--- config.mk ---
export PLATFORM = sky130hd
export DESIGN_NAME = data_mem_arbiter
export DESIGN_NICKNAME = d
export VERILOG_FILES = /design/src/rtl/data_mem_arbiter.sv
export SDC_FILE = /design/constraint.sdc
export NUM_CORES = 1
export LEC_CHECK = 0
export ABC_AREA = 1
export CORE_MARGIN = 4
export CORE_UTILIZATION = 46
export CTS_BUF_LIST = sky130_fd_sc_hd__clkbuf_16
export DETAILED_ROUTE_END_ITERATION = 10
export HOLD_SLACK_MARGIN = 0.08
export PLACE_DENSITY = 0.87
export SKIP_CTS_REPAIR_TIMING = 1
export SLEW_MARGIN = 25
export SYNTH_ARGS = -nofsm -noshare
export SYNTH_HDL_FRONTEND = slang
export SYNTH_SLANG_ARGS = --single-unit
--- constraint.sdc ---
create_clock -name clk -period 3 [get_ports clk]
set_input_delay 0.6 -clock clk [delete_from_list [all_inputs] [get_ports clk]]
set_output_delay 0.6 -clock clk [all_outputs]
set_load 0.05 [all_outputs]
--- src/rtl/data_mem_arbiter.sv ---
`default_nettype none
// +----------------------------------------------------------------------+
// | data_mem_arbiter: round-robin 2-port arbiter for the data memory      |
// | Revision: 1.0                                                          |
// +----------------------------------------------------------------------+
module data_mem_arbiter #(
  parameter int ADDR_W = 10,
  parameter int DATA_W = 16
) (
  input  logic              clk,
  input  logic              rst,
  input  logic              req0,
  input  logic              req1,
  input  logic              we0,
  input  logic              we1,
  input  logic [ADDR_W-1:0] addr0,
  input  logic [ADDR_W-1:0] addr1,
  input  logic [DATA_W-1:0] wdata0,
  input  logic [DATA_W-1:0] wdata1,
  output logic              gnt0,
  output logic              gnt1,
  output logic              rvalid0,
  output logic              rvalid1,
  output logic [DATA_W-1:0] rdata0,
  output logic [DATA_W-1:0] rdata1,
  output logic [ADDR_W-1:0] mem_address,
  output logic [DATA_W-1:0] mem_writeData,
  output logic              mem_read,
  output logic              mem_write,
  input  logic [DATA_W-1:0] mem_readData
);

  localparam logic [0:0] ST_IDLE = 1'b0;
  localparam logic [0:0] ST_BUSY = 1'b1;

  logic [0:0]        r_state;
  logic [0:0]        w_next_state;
  logic              r_ptr;
  logic              r_win;
  logic              r_we;
  logic [ADDR_W-1:0] r_addr;
  logic [DATA_W-1:0] r_wdata;
  logic              r_rvalid0;
  logic              r_rvalid1;
  logic [DATA_W-1:0] r_rdata0;
  logic [DATA_W-1:0] r_rdata1;
  logic              w_any;
  logic              w_pick;

  assign w_any  = req0 | req1;
  // Pointer only matters under contention; a lone requester always wins.
  assign w_pick = (req0 & req1) ? r_ptr : req1;

  always_ff @(posedge clk or posedge rst) begin
    if (rst) r_state <= ST_IDLE;
    else     r_state <= w_next_state;
  end

  always_comb begin
    w_next_state = r_state;
    case (r_state)
      ST_IDLE: if (w_any) w_next_state = ST_BUSY;
      ST_BUSY: w_next_state = ST_IDLE;
      default: w_next_state = ST_IDLE;
    endcase
  end

  always_ff @(posedge clk or posedge rst) begin
    if (rst) begin
      r_ptr   <= 1'b0;
      r_win   <= 1'b0;
      r_we    <= 1'b0;
      r_addr  <= '0;
      r_wdata <= '0;
    end else if (r_state == ST_IDLE && w_any) begin
      r_win   <= w_pick;
      r_ptr   <= ~w_pick;
      r_we    <= w_pick ? we1 : we0;
      r_addr  <= w_pick ? addr1 : addr0;
      r_wdata <= w_pick ? wdata1 : wdata0;
    end
  end

  always_ff @(posedge clk or posedge rst) begin
    if (rst) begin
      r_rvalid0 <= 1'b0;
      r_rvalid1 <= 1'b0;
      r_rdata0  <= '0;
      r_rdata1  <= '0;
    end else begin
      r_rvalid0 <= 1'b0;
      r_rvalid1 <= 1'b0;
      if (r_state == ST_BUSY && !r_we) begin
        if (r_win) begin
          r_rvalid1 <= 1'b1;
          r_rdata1  <= mem_readData;
        end else begin
          r_rvalid0 <= 1'b1;
          r_rdata0  <= mem_readData;
        end
      end
    end
  end

  // Memory-side outputs depend only on state and command registers.
  always_comb begin
    gnt0          = 1'b0;
    gnt1          = 1'b0;
    mem_address   = '0;
    mem_writeData = '0;
    mem_read      = 1'b0;
    mem_write     = 1'b0;
    if (r_state == ST_BUSY) begin
      gnt0          = ~r_win;
      gnt1          = r_win;
      mem_address   = r_addr;
      mem_writeData = r_wdata;
      mem_write     = r_we;
      mem_read      = ~r_we;
    end
  end

  assign rvalid0 = r_rvalid0;
  assign rvalid1 = r_rvalid1;
  assign rdata0  = r_rdata0;
  assign rdata1  = r_rdata1;

endmodule
`default_nettype wire

==> impl_metrics.csv <==
group,metric,value,unit
run_status,outcome,"completed",
cells_and_area,diodes,0,
worst_hold_path,min_path_type,"reg -> reg",
critical_path,cp-start-kind,"flip-flop",
route,routed-wl-met2,4.01,mm
clock_network,clockBufferDepth,2,
sta,worstMarginPinSlew,923,ps
critical_path,cpPeakStageDelay,800,ps
critical_path,cp-end-kind,"output pin",
sta,skew,5.50,ps
clock_network,clock_latency,320,ps
synth,syn_area,3160,µm²
critical_path,worstPathMaxFanout,11,
route,drtPass1Iterations,4,
synth,yosysSeqAreaShare,0.508,
floorplan,pin_count,138,
sta,setup_viol,0,
floorplan,start_util,0.486,
sta,final.setup.tns,0,ps
cells_and_area,final_common_cell,"nand2_1",
route,routed_wl,8.39,mm
synth,yosys_warnings,0,
sta,period_share,0.886,
power_and_ir_drop,cellPowerDensity,909,nW/µm²
clock_network,clk_pin_slew,50,ps
critical_path,crit_family,"buffers and inverters",
sta,min_period,2660,ps
floorplan,core,6490,µm²
clock_network,cts_max_level,3,
route,drtIter0Drc,109,
synth,synth_area_per_cell,7.34,µm²
sta,finalMaxSlewViolations,0,
critical_path,crit_type,"reg -> out",
route,dr.max_layer_used,"met4",
placed_design,portBuffers,137,
route,drc,0,
cells_and_area,drive_gt1_frac,0.0496,
placed_design,place.gp.congestion,0.826,
power_and_ir_drop,irDropWorstVdd,0.425,mV
floorplan,die_w,90.8,µm
synth,syn_nets,504,
critical_path,crit_buf_inv,3,
placed_design,dp_hpwl,6.28,mm
synth,synth_seq_cells,64,
sta,rsz0062_at_grt,"false",
global_routing,antenna_found_initial,0,
floorplan,row_count,29,
route,vias_per_cell,4.81,
critical_path,cp_cell_sequence,"buf_4, nand2_1, inv_1, clkdlybuf4s50_1",
placed_design,dp_cells,627,
floorplan,die_h,90.8,µm
global_routing,grt_remaining_overflow,0,
critical_path,crit_required,2400,ps
route,m1WireLength,3.48,mm
sta,max_freq,376,MHz
clock_network,cts_sinks,64,
route,wl_met3,719,µm
clock_network,cts_made_buffers,9,
critical_path,worst_path_max_delay_cell,"clkdlybuf4s50_1",
power_and_ir_drop,power,0.00436,W
route,drtAntennaViolNets,0,
critical_path,cp.arrival,2060,ps
route,wl_per_cell,13.1,µm
global_routing,grt_pass1_wl,14.1,mm
cells_and_area,n_fill_cell,485,
global_routing,grt_usage,0.211,
cells_and_area,fin_cells,642,
synth,yosysUniqueCellTypes,13,
cells_and_area,final_cell_mix,"nand2_1 (143), clkdlybuf4s50_1 (135), inv_1 (102)",
clock_network,cts_tree,"yes",
sta,maxSlewHeadroom,0.384,
power_and_ir_drop,power_leakage,2.65,nW
floorplan,die_area,8250,µm²
global_routing,grt_pass1_vias,3108,
global_routing,grt_max_degree,37,
cells_and_area,post-route-util,0.738,
job,maxCapViolCount,0,
sta,hold_viol,0,
cells_and_area,areaGrowthSynthToFinish,51.9,%
clock_network,root_buffer,"clkbuf_16",
cells_and_area,nets,635,
route,vias,3085,
synth,synthCells,430,
[cells in the mapped netlist]
| cell | instances | area, µm² |
|---|---|---|
| nand2_1 | 143 | 537 |
| inv_1 | 103 | 387 |
| dfrtp_1 | 64 | 1600 |
| nand3_1 | 54 | 270 |
| o21ai_0 | 20 | 100 |
| buf_2 | 17 | 85.1 |
| o21ai_1 | 15 | 75.1 |
| buf_4 | 4 | 30.0 |
| nand2_2 | 4 | 25.0 |
| buf_6 | 2 | 22.5 |
| inv_2 | 2 | 7.51 |
| nor2_1 | 1 | 3.75 |
| nor2_4 | 1 | 11.3 |
[area by class of cell]
type	instances	area, µm²	area share
tap	77	96.3	0.0201
clock buffer	9	225	0.0470
multi-input combinational	238	1030	0.214
clock inverter	6	27.5	0.00574
inverter	105	394	0.0822
timing repair buffer	143	1420	0.297
sequential	64	1600	0.334
[path summary, 6_finish.rpt]
| path | from | endpoint | slack [ps] | depth (start not counted) |
|---|---|---|---|---|
| max in group asynchronous | rst | r_win$_DFFE_PP0P_ | 1720 | 3 |
| min in group asynchronous | rst | rvalid0$_DFF_PP0_ | 680 | 2 |
| max | r_state$_DFF_PP0_ | mem_writeData[6] | 340 | 4 |
| min reg2reg | r_wdata[2]$_DFFE_PP0P_ | r_wdata[2]$_DFFE_PP0P_ | 470 | 2 |
| min | r_wdata[2]$_DFFE_PP0P_ | r_wdata[2]$_DFFE_PP0P_ | 470 | 2 |
| max reg2reg | r_state$_DFF_PP0_ | r_wdata[14]$_DFFE_PP0P_ | 1250 | 5 |
[logic make-up (layout without fill, tap and decap cells)]
kind of cell,Yosys count,in the layout,synth area share
flops,64,64,0.508
compound gates,35,35,0.0555
buf+inv,128,263,0.169
simple gates,203,203,0.268
[stage by stage]
stage               hold WS, ps  area, µm²  worst slack (ps)
floorplan                   449       3160               802
global placement            466       4540               673
detailed placement          467       4540               667
CTS                         481       4790               324
global route                507       4790               217
finish                      475       4790               341
[where the power goes]
part           switching (W)  total (W)  internal, W
logic                0.00143    0.00214     0.000707
registers           0.000185    0.00135      0.00116
clock network       0.000336   0.000875     0.000539
[layer usage]
layer / up-vias / track usage
met2: 135 / 0.350
li1: 1522 / -
met3: 17 / 0.0700
met1: 1411 / 0.253
met4: 0 / 0.0829
met5: - / 0
[registers in the layout (all words and copies together), names as in the netlist]
| signal | flops |
|---|---|
| r_addr | 10 |
| r_we | 1 |
| rdata1 | 16 |
| r_state | 1 |
| r_ptr | 1 |
| r_win | 1 |
| rvalid0 | 1 |
| r_wdata | 16 |
| rdata0 | 16 |
| rvalid1 | 1 |
[worst reg2reg max path, delay by kind of cell, from the launching register on]
| family | cells | cell delay, ps |
|---|---|---|
| AND/OR/NAND/NOR | 2 | 290 |
| AO/OA/AOI/OAI | 1 | 70 |
| flip-flops | 1 | 500 |
| buffers and inverters | 2 | 830 |
(Power assumes the default switching activity.)
